[src/rtl/alu_pkg.sv]
// Shared definitions for the ALU time-share arbiter: widths, one-hot opcodes, sequencer states.
package alu_pkg;

    localparam int unsigned XLEN = 32;
    localparam int unsigned OPW  = 37;

    // One-hot ALU instruction encodings; unused upper bits are reserved.
    localparam logic [OPW-1:0] OP_ADD   = 37'h00001;
    localparam logic [OPW-1:0] OP_SUB   = 37'h00002;
    localparam logic [OPW-1:0] OP_XOR   = 37'h00004;
    localparam logic [OPW-1:0] OP_OR    = 37'h00008;
    localparam logic [OPW-1:0] OP_AND   = 37'h00010;
    localparam logic [OPW-1:0] OP_SLL   = 37'h00020;
    localparam logic [OPW-1:0] OP_SRL   = 37'h00040;
    localparam logic [OPW-1:0] OP_SRA   = 37'h00080;
    localparam logic [OPW-1:0] OP_SLT   = 37'h00100;
    localparam logic [OPW-1:0] OP_SLTU  = 37'h00200;
    localparam logic [OPW-1:0] OP_ADDI  = 37'h00400;
    localparam logic [OPW-1:0] OP_XORI  = 37'h00800;
    localparam logic [OPW-1:0] OP_ORI   = 37'h01000;
    localparam logic [OPW-1:0] OP_ANDI  = 37'h02000;
    localparam logic [OPW-1:0] OP_SLLI  = 37'h04000;
    localparam logic [OPW-1:0] OP_SRLI  = 37'h08000;
    localparam logic [OPW-1:0] OP_SRAI  = 37'h10000;
    localparam logic [OPW-1:0] OP_SLTI  = 37'h20000;
    localparam logic [OPW-1:0] OP_SLTIU = 37'h40000;

    typedef enum logic [1:0] {
        IDLE = 2'd0,
        EXEC = 2'd1,
        RESP = 2'd2
    } state_t;

endpackage

[src/rtl/alu_share_pick.sv]
// Grant selector for the two ALU requesters.
// ALU_SHARE_RR_EN selects round-robin ties; otherwise port 0 always wins ties.
module alu_share_pick (
    input  logic clk,
    input  logic rst,
    input  logic valid0,
    input  logic valid1,
    input  logic accept,
    output logic grant
);

`ifdef ALU_SHARE_RR_EN
    // Last granted port; reset to 1 so port 0 takes the first tie.
    logic last_q;

    always_ff @(posedge clk) begin
        if (rst) begin
            last_q <= 1'b1;
        end else if (accept) begin
            last_q <= grant;
        end
    end

    always_comb begin
        grant = 1'b0;
        if (valid0 && valid1) begin
            grant = ~last_q;
        end else if (valid1) begin
            grant = 1'b1;
        end
    end
`else
    logic unused_pick;
    assign unused_pick = ^{clk, rst, accept};

    always_comb begin
        grant = valid1 && !valid0;
    end
`endif

endmodule

[src/rtl/alu_share_arbiter.sv]
// Time-shares one external combinational ALU between two requesters via IDLE/EXEC/RESP sequencing.
// Tie-break policy is set by ALU_SHARE_RR_EN (round-robin when defined, port 0 priority otherwise).
module alu_share_arbiter #(
    parameter int unsigned XLEN = alu_pkg::XLEN,
    parameter int unsigned OPW  = alu_pkg::OPW
) (
    input  logic            clk,
    input  logic            rst,

    input  logic            req0_valid,
    output logic            req0_ready,
    input  logic [OPW-1:0]  req0_instr,
    input  logic [XLEN-1:0] req0_rs1,
    input  logic [XLEN-1:0] req0_rs2,
    input  logic [XLEN-1:0] req0_imm,

    input  logic            req1_valid,
    output logic            req1_ready,
    input  logic [OPW-1:0]  req1_instr,
    input  logic [XLEN-1:0] req1_rs1,
    input  logic [XLEN-1:0] req1_rs2,
    input  logic [XLEN-1:0] req1_imm,

    output logic            resp0_valid,
    input  logic            resp0_ready,
    output logic            resp1_valid,
    input  logic            resp1_ready,
    output logic [XLEN-1:0] resp_data,

    output logic [OPW-1:0]  alu_instr,
    output logic [XLEN-1:0] alu_rs1,
    output logic [XLEN-1:0] alu_rs2,
    output logic [XLEN-1:0] alu_imm,
    input  logic [XLEN-1:0] alu_result
);

    import alu_pkg::*;

    state_t          state_q;
    state_t          state_d;
    logic            grant;
    logic            grant_q;
    logic            accept_c;
    logic [OPW-1:0]  instr_q;
    logic [XLEN-1:0] rs1_q;
    logic [XLEN-1:0] rs2_q;
    logic [XLEN-1:0] imm_q;
    logic [XLEN-1:0] resp_data_q;

    alu_share_pick u_pick (
        .clk    (clk),
        .rst    (rst),
        .valid0 (req0_valid),
        .valid1 (req1_valid),
        .accept (accept_c),
        .grant  (grant)
    );

    // Next state plus handshake decode; ready pulses only in IDLE, valid only in RESP.
    always_comb begin
        state_d     = state_q;
        accept_c    = 1'b0;
        req0_ready  = 1'b0;
        req1_ready  = 1'b0;
        resp0_valid = 1'b0;
        resp1_valid = 1'b0;
        unique case (state_q)
            IDLE: begin
                if (req0_valid || req1_valid) begin
                    accept_c   = 1'b1;
                    req0_ready = ~grant;
                    req1_ready = grant;
                    state_d    = EXEC;
                end
            end
            EXEC: begin
                state_d = RESP;
            end
            RESP: begin
                resp0_valid = ~grant_q;
                resp1_valid = grant_q;
                if (grant_q ? resp1_ready : resp0_ready) begin
                    state_d = IDLE;
                end
            end
            default: begin
                state_d = IDLE;
            end
        endcase
    end

    // State, operand latch on accept, result capture at the end of EXEC.
    always_ff @(posedge clk) begin
        if (rst) begin
            state_q     <= IDLE;
            grant_q     <= 1'b0;
            instr_q     <= '0;
            rs1_q       <= '0;
            rs2_q       <= '0;
            imm_q       <= '0;
            resp_data_q <= '0;
        end else begin
            state_q <= state_d;
            if (accept_c) begin
                grant_q <= grant;
                instr_q <= grant ? req1_instr : req0_instr;
                rs1_q   <= grant ? req1_rs1   : req0_rs1;
                rs2_q   <= grant ? req1_rs2   : req0_rs2;
                imm_q   <= grant ? req1_imm   : req0_imm;
            end
            if (state_q == EXEC) begin
                resp_data_q <= alu_result;
            end
        end
    end

    assign alu_instr = instr_q;
    assign alu_rs1   = rs1_q;
    assign alu_rs2   = rs2_q;
    assign alu_imm   = imm_q;
    assign resp_data = resp_data_q;

endmodule

[config.mk]
export PLATFORM = sky130hd
export DESIGN_NAME = alu_share_arbiter
export DESIGN_NICKNAME = d
export VERILOG_FILES = /design/src/rtl/alu_pkg.sv /design/src/rtl/alu_share_pick.sv /design/src/rtl/alu_share_arbiter.sv
export SDC_FILE = /design/constraint.sdc
export NUM_CORES = 1
export LEC_CHECK = 0
export ABC_CLOCK_PERIOD_IN_PS = 1900
export CELL_PAD_IN_SITES_DETAIL_PLACEMENT = 0
export CELL_PAD_IN_SITES_GLOBAL_PLACEMENT = 1
export CORE_AREA = 4 4 181 183
export CTS_BUF_LIST = sky130_fd_sc_hd__clkbuf_8
export DETAILED_ROUTE_END_ITERATION = 10
export DIE_AREA = 0 0 185 187
export GPL_TIMING_DRIVEN = 0
export PLACE_DENSITY = 0.85
export SYNTH_ARGS = -nofsm -noshare
export SYNTH_HDL_FRONTEND = slang
export SYNTH_SLANG_ARGS = --single-unit
export TNS_END_PERCENT = 20
[constraint.sdc]
create_clock -name clk -period 1.9 [get_ports clk]
set_clock_uncertainty 0.2 [all_clocks]
set_input_delay 0.38 -clock clk [delete_from_list [all_inputs] [get_ports clk]]
set_output_delay 0.38 -clock clk [all_outputs]
set_load 0.03 [all_outputs]
==> results.toml <==
[outcome]
outcome = "complete, but fails checks"
violations = "negative setup slack"

[drt]
via_count = 8770
ant_nets = 0
drt-total-wl_um = 35500
viasPerCell = 4.79
firstDrtPassIters = 5
drcViolationCount = 0
wl_per_cell_um = 19.4
drtIter0Drc = 315

[floorplanning]
core_um2 = 31200
initial_core_util_pct = 24.2
row_count = 65
fp.dieW_um = 185
dieHeight_um = 187
dieArea_um2 = 34600
pin_count = 473

[run]
maxCapViolations = 0

[timing]
worst_pin_slew_ns = 0.919
fin_setup_tns_ns = -0.0803
period_needed_ns = 1.96
slew_headroom_pct = 38.7
grt_setup_unrepaired = "true"
fin_ws_ns = -0.0574
drv_slew = 0
finalHoldViolCount = 0
fmax_ghz = 0.511
setup_violations = 2
hold_ws_ns = 0.223
fin_crit_sh_pct = 103

[clocking]
clockRootBuffer = "clkbuf_8"
cts_buffer_depth = 2
ctsHoldBuffers = 0
ctsHtreeMaxLevel = 4
cts_sinks = 168
cts_tree = "done"
clk_pin_slew_worst_paths_ns = 0.10
worstSkewPairLatency_ns = 0.44
cts_buffers = 17

[worst_setup_path]
cp_cell_sequence = "clkdlybuf4s15_2 -> nand2b_1 -> buf_6 -> clkbuf_16 -> nor3_2 -> buf_4"
cp_top_family = "buffers and inverters"
endpoint_kind = "output port"
reg2reg_to = "alu_rs1[29]"
cp-start-kind = "primary input"
critPathSlowestCell = "clkdlybuf4s15_2"
critPathKind = "in -> out"
rr_startpoint = "state_q[1]"
cp_data_required_time_ns = 1.32
critPathBufInv = 4
worstPathMaxFanout = 10
crit_arrival_ns = 1.38
rr_worst_depth = 7
regToRegSetupSlack_ns = 0.08
critPathMaxStageDelay_ns = 0.22

[yosys]
synth_xor_area_share_pct = 0
synthTopCellsByArea = "dfxtp_1 (45%), nand2_1 (16%), a311oi_2 (12%)"
yosys.area_share.simple_pct = 17.7
synth_warnings = 0
synth_seq_cells = 168
yosysUniqueCellTypes = 19
synth_area_um2 = 7550
synth_compound_area_share_pct = 31.4
muxShareOfSynthArea_pct = 0.133
syn_nets = 1218
synthAdderAreaFrac_pct = 0
synth_top_family_by_area = "compound AO/OA/AOI/OAI gates"
netlist_instances = 914
ys_seq_area_share_pct = 44.5
synth_top_area_share_pct = 44.5
synth_top_area_cell = "dfxtp_1"
avgSynthCellArea_um2 = 8.26

[worst_hold_path]
whs_path_depth = 3
hold_class = "in -> reg"
hold_end = "grant_q"
min_from = "req1_valid"

[global_route]
grt_pass1_wl_um = 52500
track_usage_pct = 19.3
grt_max_degree = 17
antenna_found_initial = 2
first_global_vias = 8863
grt_overflow = 0

[power_and_ir_drop]
p_per_area_nw_per_um2 = 796
p_leak_nw = 5.44
max-vdd-ir-drop_v = 0.000377

[placement]
dpl.cell_count = 1787
gp_congestion = 0.879
hpwl_um = 27600
io_buffers = 471
place_ws_ns = -1.23

[cells_and_area]
seqCellArea_um2 = 3370
mostFrequentLayoutCell = "nand2_1"
nNetsFinal = 1717
syn_to_final_growth_pct = 74.2
fill_cells = 3229
fin_util_pct = 42.1
multi_input_area_um2 = 3720
drive_gt1_share_pct = 12.1
final_cell_mix = "nand2_1 (330), clkdlybuf4s50_1 (300), a21oi_1 (167), dfxtp_1 (166), dlygate4sd2_1 (148)"
layout.cells.non_filler = 1829
[worst max-delay path by stage]
stage	startpoint	endpoint	slack (ns)	cells past startpoint
3_3_place_gp	req0_valid	req1_ready	-1.23	6
3_5_place_dp	req0_valid	req1_ready	-1.23	6
6_report	req0_valid	req1_ready	-0.06	6
5_1_grt	req0_valid	req1_ready	-0.12	6
4_1_cts	req0_valid	req1_ready	-0.09	6
2_1_floorplan	req0_valid	req1_ready	0.08	4
[metrics by stage]
step | power [W] | instance area, µm²
4_1_cts | 0.0105 | 13100
6_report | 0.0105 | 13200
5_1_grt | 0.0110 | 13200
3_5_place_dp | 0.00813 | 12800
3_3_place_gp | 0.00810 | 12800
2_1_floorplan | 0.00622 | 7560
[layer usage]
metal | part of all wire (%) | routed length, µm | track usage, % | up-vias
li1 | - | - | - | 4254
met1 | 40 | 14200 | 22.8 | 4109
met2 | 50 | 17800 | 34.2 | 366
met3 | 8.0 | 2850 | 5.80 | 39
met4 | 1.9 | 672 | 4.86 | 2
met5 | 0.023 | 8 | 0 | -
[worst min-delay path: cells and delay by family]
kind,cells,cell delay (ns)
and+or+nand+nor,1,0.05
AOI/OAI and AO/OA,1,0.16
buffers and inverters,1,0.25
[flip-flops by register name, indices dropped and copies added, names as in the netlist]
signal     count
alu_rs2       32
alu_rs1       32
resp_data     32
grant_q        1
alu_instr     37
alu_imm       32
state_q        2
[power by group]
group | switching [W] | internal (W) | leakage (nW)
Combinational | 0.00214 | 0.00156 | 3.84
Clock | 0.00152 | 0.00111 | 0.203
Sequential | 0.000224 | 0.00392 | 1.39
[layout make-up]
| class | count | share of cell area (%) |
|---|---|---|
| antenna | 1 | 0.0190 |
| buffer | 100 | 4.42 |
| clock buffer | 18 | 1.88 |
| clock inverter | 14 | 1.08 |
| multi-input combinational | 645 | 28.3 |
| sequential | 168 | 25.6 |
| tap | 402 | 3.82 |
| timing repair buffer | 481 | 34.9 |
[cells in the mapped netlist (all sizes together)]
library cell  count
a21oi           167
nand3b            1
clkbuf           68
nor2              1
a311oi          133
mux2i             1
and2              2
dfxtp           168
or2               1
nand2b            2
nor3b             1
nor3              2
nand2           330
nor2b             3
and3b             1
buf              33
[kinds of logic after synthesis]
logic type      count (synthesis)
simple gates                  344
flops                         168
compound gates                300
mux                             1
buf+inv                       101
[what timing repair did]
item                                    CTS  global route
gates resized for setup                 234            46
buffers inserted                          5             5
pin swaps                                 1             1
endpoints found under the setup margin  303           117
Note: power is estimated with default switching activity, not from simulation.
